File: src/rtl/vslide_issue_if.sv
// vslide_issue_if: command, VRF read and slide-unit output bundle of vslide_issue.
//   cmd_*     : slide command offered by decode (cmd_valid/cmd_ready handshake)
//   vrf_rd_*  : VRF beat read port, data returns one cycle after vrf_rd_en
//   out_*     : beat stream to the slide unit, all fields zero when out_valid=0
//   busy      : sequencer is processing a command
//   master    : sequencer side, slave : decode/VRF/slide-unit side
interface vslide_issue_if #(
   parameter int DATA_WIDTH = 64,
   parameter int ADDR_WIDTH = 32,
   parameter int SEW_WIDTH  = 2,
   parameter int VL_WIDTH   = 16,
   parameter int BE_WIDTH   = DATA_WIDTH / 8
);
   logic                  cmd_valid;
   logic                  cmd_ready;
   logic                  cmd_opSel;
   logic                  cmd_insert;
   logic [SEW_WIDTH-1:0]  cmd_sew;
   logic [VL_WIDTH-1:0]   cmd_vl;
   logic [ADDR_WIDTH-1:0] cmd_src_addr;
   logic [ADDR_WIDTH-1:0] cmd_dst_addr;
   logic [DATA_WIDTH-1:0] cmd_scalar;
   logic                  vrf_rd_en;
   logic [ADDR_WIDTH-1:0] vrf_rd_addr;
   logic [DATA_WIDTH-1:0] vrf_rd_data;
   logic                  out_valid;
   logic [DATA_WIDTH-1:0] out_vec0;
   logic [DATA_WIDTH-1:0] out_vec1;
   logic [SEW_WIDTH-1:0]  out_sew;
   logic                  out_opSel;
   logic                  out_insert;
   logic                  out_start;
   logic                  out_end;
   logic [ADDR_WIDTH-1:0] out_addr;
   logic [BE_WIDTH-1:0]   out_be;
   logic                  busy;
   modport master (
      input  cmd_valid, cmd_opSel, cmd_insert, cmd_sew, cmd_vl, cmd_src_addr, cmd_dst_addr,
             cmd_scalar, vrf_rd_data,
      output cmd_ready, vrf_rd_en, vrf_rd_addr, out_valid, out_vec0, out_vec1, out_sew,
             out_opSel, out_insert, out_start, out_end, out_addr, out_be, busy
   );
   modport slave (
      output cmd_valid, cmd_opSel, cmd_insert, cmd_sew, cmd_vl, cmd_src_addr, cmd_dst_addr,
             cmd_scalar, vrf_rd_data,
      input  cmd_ready, vrf_rd_en, vrf_rd_addr, out_valid, out_vec0, out_vec1, out_sew,
             out_opSel, out_insert, out_start, out_end, out_addr, out_be, busy
   );
endinterface

File: src/rtl/vslide_issue.sv
// vslide_issue: slide command beat sequencer, reads the source group from the VRF
// and streams one beat per cycle to the slide unit.
//   i_clk   : clock
//   i_rst_n : synchronous active-low reset
//   io_bus  : vslide_issue_if.master (command in, VRF read port, beat stream out)
module vslide_issue #(
   parameter int DATA_WIDTH = 64,
   parameter int ADDR_WIDTH = 32,
   parameter int SEW_WIDTH  = 2,
   parameter int VL_WIDTH   = 16,
   parameter int BE_WIDTH   = DATA_WIDTH / 8
) (
   input logic             i_clk,
   input logic             i_rst_n,
   vslide_issue_if.master  io_bus
);
   localparam int BW = $clog2(BE_WIDTH);
   localparam int CW = VL_WIDTH + 3;
   typedef enum logic [1:0] {IDLE, READ, DRAIN} state_t;
   state_t                r_state;
   logic                  r_ready;
   logic                  r_busy;
   logic                  r_rd_en;
   logic                  r_opsel;
   logic                  r_insert;
   logic                  r_out_valid;
   logic                  r_out_start;
   logic                  r_out_end;
   logic [SEW_WIDTH-1:0]  r_sew;
   logic [DATA_WIDTH-1:0] r_scalar;
   logic [ADDR_WIDTH-1:0] r_rd_addr;
   logic [ADDR_WIDTH-1:0] r_dst_addr;
   logic [ADDR_WIDTH-1:0] r_out_addr;
   logic [CW-1:0]         r_cnt;
   logic [CW-1:0]         r_last;
   logic [BW-1:0]         r_rem;
   logic [BE_WIDTH-1:0]   r_out_be;
   logic [CW-1:0]         w_bytes;
   logic [CW-1:0]         w_nbeats;
   logic [BE_WIDTH-1:0]   w_be;
   logic                  w_accept;
   always_comb begin
      w_bytes  = CW'(io_bus.cmd_vl) << io_bus.cmd_sew;
      w_nbeats = (w_bytes >> BW) + CW'(|w_bytes[BW-1:0]);
      // only the final beat can be partial; a zero remainder means it is full
      w_be     = (r_cnt != r_last || r_rem == '0) ? '1 : ~({BE_WIDTH{1'b1}} << r_rem);
      w_accept = r_ready && io_bus.cmd_valid;
   end
   // the output stage captures the metadata of the read issued this cycle so it
   // lines up with the VRF data returning one cycle later
   always_ff @(posedge i_clk) begin
      if (!i_rst_n) begin
         r_state     <= IDLE;
         r_ready     <= 1'b1;
         r_busy      <= 1'b0;
         r_rd_en     <= 1'b0;
         r_opsel     <= 1'b0;
         r_insert    <= 1'b0;
         r_sew       <= '0;
         r_scalar    <= '0;
         r_rd_addr   <= '0;
         r_dst_addr  <= '0;
         r_cnt       <= '0;
         r_last      <= '0;
         r_rem       <= '0;
         r_out_valid <= 1'b0;
         r_out_start <= 1'b0;
         r_out_end   <= 1'b0;
         r_out_addr  <= '0;
         r_out_be    <= '0;
      end else begin
         r_out_valid <= 1'b0;
         r_out_start <= 1'b0;
         r_out_end   <= 1'b0;
         r_out_addr  <= '0;
         r_out_be    <= '0;
         case (r_state)
            IDLE: if (w_accept) begin
               r_opsel    <= io_bus.cmd_opSel;
               r_insert   <= io_bus.cmd_insert;
               r_sew      <= io_bus.cmd_sew;
               r_scalar   <= io_bus.cmd_scalar;
               r_rd_addr  <= io_bus.cmd_src_addr;
               r_dst_addr <= io_bus.cmd_dst_addr;
               r_cnt      <= '0;
               r_last     <= w_nbeats - CW'(1);
               r_rem      <= w_bytes[BW-1:0];
               if (w_nbeats != '0) begin
                  r_state <= READ;
                  r_ready <= 1'b0;
                  r_busy  <= 1'b1;
                  r_rd_en <= 1'b1;
               end
            end
            READ: begin
               r_out_valid <= 1'b1;
               r_out_start <= r_cnt == '0;
               r_out_end   <= r_cnt == r_last;
               r_out_addr  <= r_dst_addr;
               r_out_be    <= w_be;
               r_dst_addr  <= r_dst_addr + ADDR_WIDTH'(1);
               r_rd_addr   <= r_rd_addr + ADDR_WIDTH'(1);
               r_cnt       <= r_cnt + CW'(1);
               if (r_cnt == r_last) begin
                  r_rd_en <= 1'b0;
                  r_state <= DRAIN;
               end
            end
            DRAIN: begin
               r_state <= IDLE;
               r_ready <= 1'b1;
               r_busy  <= 1'b0;
            end
            default: r_state <= IDLE;
         endcase
      end
   end
   assign io_bus.cmd_ready   = r_ready;
   assign io_bus.busy        = r_busy;
   assign io_bus.vrf_rd_en   = r_rd_en;
   assign io_bus.vrf_rd_addr = r_rd_en ? r_rd_addr : '0;
   assign io_bus.out_valid   = r_out_valid;
   assign io_bus.out_vec0    = r_out_valid ? io_bus.vrf_rd_data : '0;
   assign io_bus.out_vec1    = r_out_valid ? r_scalar : '0;
   assign io_bus.out_sew     = r_out_valid ? r_sew : '0;
   assign io_bus.out_opSel   = r_out_valid & r_opsel;
   assign io_bus.out_insert  = r_out_valid & r_insert;
   assign io_bus.out_start   = r_out_start;
   assign io_bus.out_end     = r_out_end;
   assign io_bus.out_addr    = r_out_addr;
   assign io_bus.out_be      = r_out_be;
endmodule

File: src/flat_wrapper.sv
// flat-port wrapper written by rule: the top's interface ports become plain ports
module vslide_issue_flat 
#(
   parameter int DATA_WIDTH = 64,
   parameter int ADDR_WIDTH = 32,
   parameter int SEW_WIDTH  = 2,
   parameter int VL_WIDTH   = 16,
   parameter int BE_WIDTH   = DATA_WIDTH / 8
)
  (i_clk, i_rst_n, io_bus_cmd_valid, io_bus_cmd_opSel, io_bus_cmd_insert, io_bus_cmd_sew, io_bus_cmd_vl, io_bus_cmd_src_addr, io_bus_cmd_dst_addr, io_bus_cmd_scalar, io_bus_vrf_rd_data, io_bus_cmd_ready, io_bus_vrf_rd_en, io_bus_vrf_rd_addr, io_bus_out_valid, io_bus_out_vec0, io_bus_out_vec1, io_bus_out_sew, io_bus_out_opSel, io_bus_out_insert, io_bus_out_start, io_bus_out_end, io_bus_out_addr, io_bus_out_be, io_bus_busy);
  vslide_issue_if #(.DATA_WIDTH(DATA_WIDTH), .ADDR_WIDTH(ADDR_WIDTH), .SEW_WIDTH(SEW_WIDTH), .VL_WIDTH(VL_WIDTH), .BE_WIDTH(BE_WIDTH)) io_bus_i ();
  input logic i_clk;
  input logic i_rst_n;
  input wire logic [$bits(io_bus_i.cmd_valid)-1:0] io_bus_cmd_valid;
  input wire logic [$bits(io_bus_i.cmd_opSel)-1:0] io_bus_cmd_opSel;
  input wire logic [$bits(io_bus_i.cmd_insert)-1:0] io_bus_cmd_insert;
  input wire logic [$bits(io_bus_i.cmd_sew)-1:0] io_bus_cmd_sew;
  input wire logic [$bits(io_bus_i.cmd_vl)-1:0] io_bus_cmd_vl;
  input wire logic [$bits(io_bus_i.cmd_src_addr)-1:0] io_bus_cmd_src_addr;
  input wire logic [$bits(io_bus_i.cmd_dst_addr)-1:0] io_bus_cmd_dst_addr;
  input wire logic [$bits(io_bus_i.cmd_scalar)-1:0] io_bus_cmd_scalar;
  input wire logic [$bits(io_bus_i.vrf_rd_data)-1:0] io_bus_vrf_rd_data;
  output wire logic [$bits(io_bus_i.cmd_ready)-1:0] io_bus_cmd_ready;
  output wire logic [$bits(io_bus_i.vrf_rd_en)-1:0] io_bus_vrf_rd_en;
  output wire logic [$bits(io_bus_i.vrf_rd_addr)-1:0] io_bus_vrf_rd_addr;
  output wire logic [$bits(io_bus_i.out_valid)-1:0] io_bus_out_valid;
  output wire logic [$bits(io_bus_i.out_vec0)-1:0] io_bus_out_vec0;
  output wire logic [$bits(io_bus_i.out_vec1)-1:0] io_bus_out_vec1;
  output wire logic [$bits(io_bus_i.out_sew)-1:0] io_bus_out_sew;
  output wire logic [$bits(io_bus_i.out_opSel)-1:0] io_bus_out_opSel;
  output wire logic [$bits(io_bus_i.out_insert)-1:0] io_bus_out_insert;
  output wire logic [$bits(io_bus_i.out_start)-1:0] io_bus_out_start;
  output wire logic [$bits(io_bus_i.out_end)-1:0] io_bus_out_end;
  output wire logic [$bits(io_bus_i.out_addr)-1:0] io_bus_out_addr;
  output wire logic [$bits(io_bus_i.out_be)-1:0] io_bus_out_be;
  output wire logic [$bits(io_bus_i.busy)-1:0] io_bus_busy;
  assign io_bus_i.cmd_valid = io_bus_cmd_valid;
  assign io_bus_i.cmd_opSel = io_bus_cmd_opSel;
  assign io_bus_i.cmd_insert = io_bus_cmd_insert;
  assign io_bus_i.cmd_sew = io_bus_cmd_sew;
  assign io_bus_i.cmd_vl = io_bus_cmd_vl;
  assign io_bus_i.cmd_src_addr = io_bus_cmd_src_addr;
  assign io_bus_i.cmd_dst_addr = io_bus_cmd_dst_addr;
  assign io_bus_i.cmd_scalar = io_bus_cmd_scalar;
  assign io_bus_i.vrf_rd_data = io_bus_vrf_rd_data;
  assign io_bus_cmd_ready = io_bus_i.cmd_ready;
  assign io_bus_vrf_rd_en = io_bus_i.vrf_rd_en;
  assign io_bus_vrf_rd_addr = io_bus_i.vrf_rd_addr;
  assign io_bus_out_valid = io_bus_i.out_valid;
  assign io_bus_out_vec0 = io_bus_i.out_vec0;
  assign io_bus_out_vec1 = io_bus_i.out_vec1;
  assign io_bus_out_sew = io_bus_i.out_sew;
  assign io_bus_out_opSel = io_bus_i.out_opSel;
  assign io_bus_out_insert = io_bus_i.out_insert;
  assign io_bus_out_start = io_bus_i.out_start;
  assign io_bus_out_end = io_bus_i.out_end;
  assign io_bus_out_addr = io_bus_i.out_addr;
  assign io_bus_out_be = io_bus_i.out_be;
  assign io_bus_busy = io_bus_i.busy;
  vslide_issue #(.DATA_WIDTH(DATA_WIDTH), .ADDR_WIDTH(ADDR_WIDTH), .SEW_WIDTH(SEW_WIDTH), .VL_WIDTH(VL_WIDTH), .BE_WIDTH(BE_WIDTH)) u_core (.i_clk(i_clk), .i_rst_n(i_rst_n), .io_bus(io_bus_i));
endmodule
File: config.mk
export PLATFORM = sky130hd
export DESIGN_NAME = vslide_issue_flat
export DESIGN_NICKNAME = d
export VERILOG_FILES = /design/src/rtl/vslide_issue_if.sv /design/src/rtl/vslide_issue.sv /design/src/flat_wrapper.sv
export SDC_FILE = /design/constraint.sdc
export NUM_CORES = 1
export LEC_CHECK = 0
export ABC_AREA = 1
export CAP_MARGIN = 15
export CELL_PAD_IN_SITES_DETAIL_PLACEMENT = 0
export CELL_PAD_IN_SITES_GLOBAL_PLACEMENT = 1
export CORE_ASPECT_RATIO = 0.5
export CORE_MARGIN = 2
export CORE_UTILIZATION = 29
export CTS_BUF_LIST = sky130_fd_sc_hd__clkbuf_4 sky130_fd_sc_hd__clkbuf_8
export CTS_CLUSTER_SIZE = 16
export DETAILED_ROUTE_END_ITERATION = 8
export PLACE_DENSITY = 0.86
export SKIP_CTS_REPAIR_TIMING = 1
export SYNTH_ARGS = -nofsm -noshare
export SYNTH_HDL_FRONTEND = slang
export SYNTH_SLANG_ARGS = --single-unit
File: constraint.sdc
create_clock -name i_clk -period 2.9 [get_ports i_clk]
set_input_delay 0.87 -clock i_clk [delete_from_list [all_inputs] [get_ports i_clk]]
set_output_delay 0.87 -clock i_clk [all_outputs]
set_load 0.05 [all_outputs]
* After elaboration in Yosys (flattened, before gate mapping)
Cells that the tools add are included.
** Storage, ports and cells
- Register bits after elaboration :: 221
- Bits of input ports :: 215
- Output and inout bits :: 210
** Operators by class
- Add/sub/neg operators :: 5
- Equal/unequal tests :: 7
- Shifts and indexed selects :: 2
- Mux-type cells :: 24
- Bitwise gates (word level) :: 3
- Reduce and logical (&&, ||, !) cells :: 15
** Operator list (number)
- 2-to-1 mux 64 bit :: 2
- case mux 32 bit (2 select lines) :: 2
- 2-to-1 mux 32 bit :: 3
- adder 32 x 1 -> 32 bit, second input constant :: 2
- case mux 19 bit (2 select lines) :: 1
- adder 19 x 1 -> 19 bit, second input constant :: 1
- == test 19 bit :: 1
- zero test 19 bit :: 1
- 2-to-1 mux 19 bit :: 1
- inequality test 19 bit :: 1
- nonzero test 19 bit :: 1
- << shifter 16 x 2 -> 19 bit :: 1
- subtractor 19 x 1 -> 19 bit, second input constant :: 1
- adder 16 x 1 -> 17 bit :: 1
- 2-to-1 mux 2 bit :: 4
- 2-to-1 mux 8 bit :: 1
- inverter 8 bit :: 1
- << shifter 8 x 3 -> 8 bit, first input constant :: 1
- 2-to-1 mux 1 bit :: 6
- inequality test 2 x 1 -> 1 bit, second input constant :: 3
- case mux 1 bit (2 select lines) :: 3
- AND reduction 2 bit :: 3
- AND reduction 3 bit :: 2
- case mux 2 bit (2 select lines) :: 1
- other kinds (10) :: 12

* Logic depth before layout (Yosys ltp)
- Depth after elaboration :: 7
- Depth in mapped cells :: 21

* Worst setup path before layout
Ideal clock, no wire load.
- Kind :: input port to flip-flop
- Start point :: input io_bus_cmd_sew[0]
- End point :: register u_core.r_last[12]
- Setup time :: 0.070 ns
- Arrival :: 3.002 ns
- Data required time :: 2.830 ns
- Slack :: -0.172 ns
- Stages on the path :: 16
- Path through :: inv_2 > buf_2 > o21ai_0 > nor2_1 > a31oi_1 > ha_1 > ha_1 > inv_1 > ha_1 > nand2_1 > nor2_2 > nand4_1 > nor2_2 > nand2_1 > o21a_1 > a21oi_1
** Between the ends
- Word-level cells in the longest chain between the ends :: 4
** RTL lines
- start, declared :: RTL line flat_wrapper.sv:17 : input wire logic [$bits(io_bus_i.cmd_sew)-1:0] io_bus_cmd_sew;
- << shifter 16 x 2 -> 19 bit (*) :: RTL line vslide_issue.sv:43 : w_bytes = CW'(io_bus.cmd_vl) << io_bus.cmd_sew;
- OR reduction 3 bit :: RTL line vslide_issue.sv:44 : w_nbeats = (w_bytes >> BW) + CW'(|w_bytes[BW-1:0]);
- adder 16 x 1 -> 17 bit (*) :: RTL line vslide_issue.sv:44
- subtractor 19 x 1 -> 19 bit (*) :: RTL line vslide_issue.sv:86 : r_last <= w_nbeats - CW'(1);
- end signal, assigned :: RTL line vslide_issue.sv:86
- end, declared :: RTL line vslide_issue.sv:35 : logic [CW-1:0] r_last;
Mark *: on every way between the ends. The rest lies on a longest branch, timed or not.
A chain may end at the register's enable or synchronous reset.

* Worst setup path in the final report
- Start point :: input io_bus_cmd_vl[3]
- End point :: register u_core.r_last[9]
** Between the ends
- Word-level cells in the longest chain between the ends :: 4
** RTL lines
- start, declared :: RTL line flat_wrapper.sv:18 : input wire logic [$bits(io_bus_i.cmd_vl)-1:0] io_bus_cmd_vl;
- << shifter 16 x 2 -> 19 bit (*) :: RTL line vslide_issue.sv:43
- OR reduction 3 bit :: RTL line vslide_issue.sv:44
- adder 16 x 1 -> 17 bit (*) :: RTL line vslide_issue.sv:44
- subtractor 19 x 1 -> 19 bit (*) :: RTL line vslide_issue.sv:86
Marks and branches as above.

==> qor.csv <==
stage;metric;value;unit
pwr;Internal;5.95;mW
timing;Tmin final;2770;ps
finish;most common cell after layout, fill and taps aside;nand2_1;
route;WL per Instance;15.1;µm
logic_synthesis;synthesized cell area;12200;µm²
floorplan;Die Ht;149;µm
logic_synthesis;main flop type after synthesis;dfxtp_1;
logic_synthesis;post-synthesis average cell area;6.33;µm²
place;RD Place Congestion;0.906;
finish;Final Util;47.4;%
grt;total track usage;19.9;%
timing;f_max;0.361;GHz
grt;vias in the first global route;13100;
cts;clock sink count;221;
route;DRT iter0 DRCs;769;
worst_setup_path;endpoint class of the critical path;flop;
cts;Worst-Skew Late Latency;570;ps
logic_synthesis;EDFF count, synth;0;
route;via count;13500;
pwr;Tot Pwr;9.04;mW
place;dpl ws;-666;ps
logic_synthesis;Mapped Cells;1935;
floorplan;Core ar.;41800;µm²
worst_setup_path;Worst Reg-to-Reg Cells;12;
grt;GR Overflow Total;0;
job;Max Cap Violations;0;
timing;Final setup viols;0;
timing;Max-slew headroom;56.8;%
cts;CTS tree;yes;
timing;Worst Tran Pin Value;646;ps
pwr;Logic pwr share;28.3;%
floorplan;full die area;44000;µm²
pwr;clock group share of total power;32.8;%
place;Port Buffers;424;
worst_setup_path;worst r2r src;u_core.r_dst_addr[0];
worst_setup_path;CP max FO;4;
grt;global-route wire length before repair;70.4;mm
finish;most frequent cells in the layout;nand2_1 (501), inv_1 (295), nor2_1 (256);
route;final WL;45.2;mm
finish;final std cells w/o fill;2994;
worst_setup_path;flop2flop setup slack;370;ps
worst_setup_path;Critical Path Sink;u_core.r_last[9];
cts;TritonCTS buffer count;37;
logic_synthesis;unique cell type count in the Yosys netlist;48;
route;Routed Antenna Nets;0;
route;via/cell ratio;4.52;
worst_setup_path;Critical path origin;io_bus_cmd_vl[3];
finish;nets@finish;2611;
outcome;run status;finished, final reports clean;
floorplan;Horiz. Die Dim;295;µm
worst_setup_path;Critical Path AT;3230;ps
cts;Worst-path clk slew;60;ps
floorplan;site row count;53;
timing;final hold violations;0;
logic_synthesis;ys async rst share;0;%
pwr;Pwr per Cell Area;456;nW/µm²
cts;H-tree depth;2;
pwr;Flop pwr share;38.9;%
cts;CTS root buf;clkbuf_8;
timing;Final Cycle Share;95.6;%
floorplan;Starting Density;29.3;%
cts;Max Root-Sink Buffers;3;
logic_synthesis;Syn Nets;2158;
timing;fin. max-slew vios;0;
worst_setup_path;WS Path Type;in2reg;
pwr;Static Leak;9.32;nW
pwr;NetSw;3.09;mW
worst_hold_path;Worst Hold Class;reg2reg;
grt;largest net degree at the start of global routing;140;
worst_setup_path;crit path launch type;input pin;
timing;Setup Skew;27.4;ps
logic_synthesis;post-synthesis register bit count;221;
floorplan;IO Count;425;
place;dpl cell area;18900;µm²
finish;synth-to-layout area growth;61.9;%
route;DRC Markers;0;
worst_setup_path;required time of the critical path;3360;ps
logic_synthesis;sequential share of the synthesized area;36.1;%
route;Pre-Repair DR Iteration Count;5;
place;Final HPWL DP;33.3;mm
grt;initial antenna violation count;3;
logic_synthesis;Synth Warn #;0;
pwr;Worst VDD drop;263;µV
worst_setup_path;Reg-to-Reg End;u_core.r_dst_addr[28];
finish;post-route cell area;19800;µm²
timing;Setup WS post-layout;127;ps
finish;layout cells sized above 1;16.2;%
place;dpl cells;2921;
pwr;Switching Fraction;34.2;%
-- sequential cells by signal, summed over array words and instances, names as in the netlist --
register,flops
u_core.io_bus.busy,1
u_core.io_bus.cmd_ready,1
u_core.io_bus.out_addr,32
u_core.io_bus.out_be,8
u_core.io_bus.out_end,1
u_core.io_bus.out_start,1
u_core.io_bus.out_valid,1
u_core.io_bus.vrf_rd_en,1
u_core.r_cnt,19
u_core.r_dst_addr,32
u_core.r_insert,1
u_core.r_last,19
u_core.r_opsel,1
u_core.r_rd_addr,32
u_core.r_rem,3
u_core.r_scalar,64
u_core.r_sew,2
u_core.r_state,2
-- metrics by stage --
step	hold WS, ps	setup TNS [ps]
4_1_cts	469	-375
6_report	463	0
5_1_grt	494	-22.8
3_5_place_dp	454	-11080
2_1_floorplan	446	0
3_3_place_gp	456	-10020
-- layer usage --
metal / wire length, µm / global-route usage, % / vias up
met2: 22600 / 34.8 / 313
met3: 2390 / 4.22 / 69
li1: - / - / 6948
met4: 998 / 5.94 / 0
met1: 19200 / 24.6 / 6213
met5: 0 / 0 / -
-- area by class of cell --
class	instances	area [µm²]
Sequential cell	221	4430
Antenna cell	3	7.51
Multi-Input combinational cell	1312	6380
Clock inverter	10	71.3
Timing Repair Buffer	513	6370
Inverter	303	1140
Tap cell	577	722
Fill cell	4197	22000
Clock buffer	55	694
-- Yosys cell counts (all sizes together) (2+ instances only) --
| cell type | number | area [µm²] |
|---|---|---|
| a211oi | 3 | 22.5 |
| a21oi | 46 | 234 |
| a22o | 12 | 105 |
| a22oi | 3 | 22.5 |
| a31oi | 17 | 106 |
| a32o | 12 | 120 |
| buf | 15 | 90.1 |
| clkbuf | 84 | 317 |
| dfxtp | 221 | 4420 |
| ha | 8 | 100 |
| inv | 303 | 1140 |
| nand2 | 519 | 1980 |
| nand3 | 98 | 538 |
| nand3b | 4 | 30.0 |
| nand4 | 21 | 131 |
| nor2 | 274 | 1090 |
| nor3 | 35 | 200 |
| nor4 | 12 | 75.1 |
| o211ai | 4 | 30.0 |
| o21ai | 171 | 856 |
| o21bai | 3 | 22.5 |
| o221ai | 2 | 17.5 |
| o31ai | 5 | 37.5 |
| xnor2 | 11 | 96.3 |
| xor2 | 43 | 384 |
-- power by group through the flow --
| stage | clock network, mW | logic, mW | registers (mW) |
|---|---|---|---|
| finish | 2.97 | 2.56 | 3.52 |
| global route | 3.21 | 2.79 | 3.55 |
| CTS | 3.08 | 2.56 | 3.51 |
| detailed placement | 0 | 2.55 | 3.57 |
| global placement | 0 | 2.53 | 3.57 |
| floorplan | 0 | 1.33 | 3.61 |
-- worst min-delay path by stage --
| stage | from | end | slack, ps | depth (start not counted) |
|---|---|---|---|---|
| 5_1_grt | u_core.io_bus.cmd_ready | u_core.io_bus.cmd_ready | 490 | 2 |
| 3_5_place_dp | u_core.io_bus.busy | u_core.io_bus.busy | 450 | 2 |
| 4_1_cts | u_core.io_bus.cmd_ready | u_core.io_bus.cmd_ready | 470 | 2 |
| 2_1_floorplan | u_core.r_dst_addr[31] | u_core.io_bus.out_addr[31] | 450 | 2 |
| 3_3_place_gp | u_core.io_bus.busy | u_core.io_bus.busy | 460 | 2 |
| 6_report | u_core.io_bus.cmd_ready | u_core.io_bus.cmd_ready | 460 | 2 |
-- critical path, cell delays in order --
cell and delay [ps]:
clkdlybuf4s50_1 480, nand2_1 110, a31oi_2 200, ha_4 200
ha_4 160, nand3_4 120, nor2_4 170, xor2_2 220
nand2_2 130, nor2_4 150, buf_4 120, nand2_1 40
nand3_1 60, nand3_1 80, o211ai_1 100, inv_1 50
-- cell families (layout without fill, tap and decap cells) --
group / count (synthesis) / in the layout / synth area share [%]
buffers and inverters: 402 / 881 / 12.6
AO/OA/AOI/OAI: 284 / 284 / 13.3
flip-flops: 221 / 221 / 36.1
adder cells (fa/ha/maj): 8 / 8 / 0.818
AND/OR/NAND/NOR: 966 / 966 / 33.2
XOR/XNOR: 54 / 54 / 3.92
other: 0 / 3 / 0
Note: power is estimated with default switching activity, not from simulation.
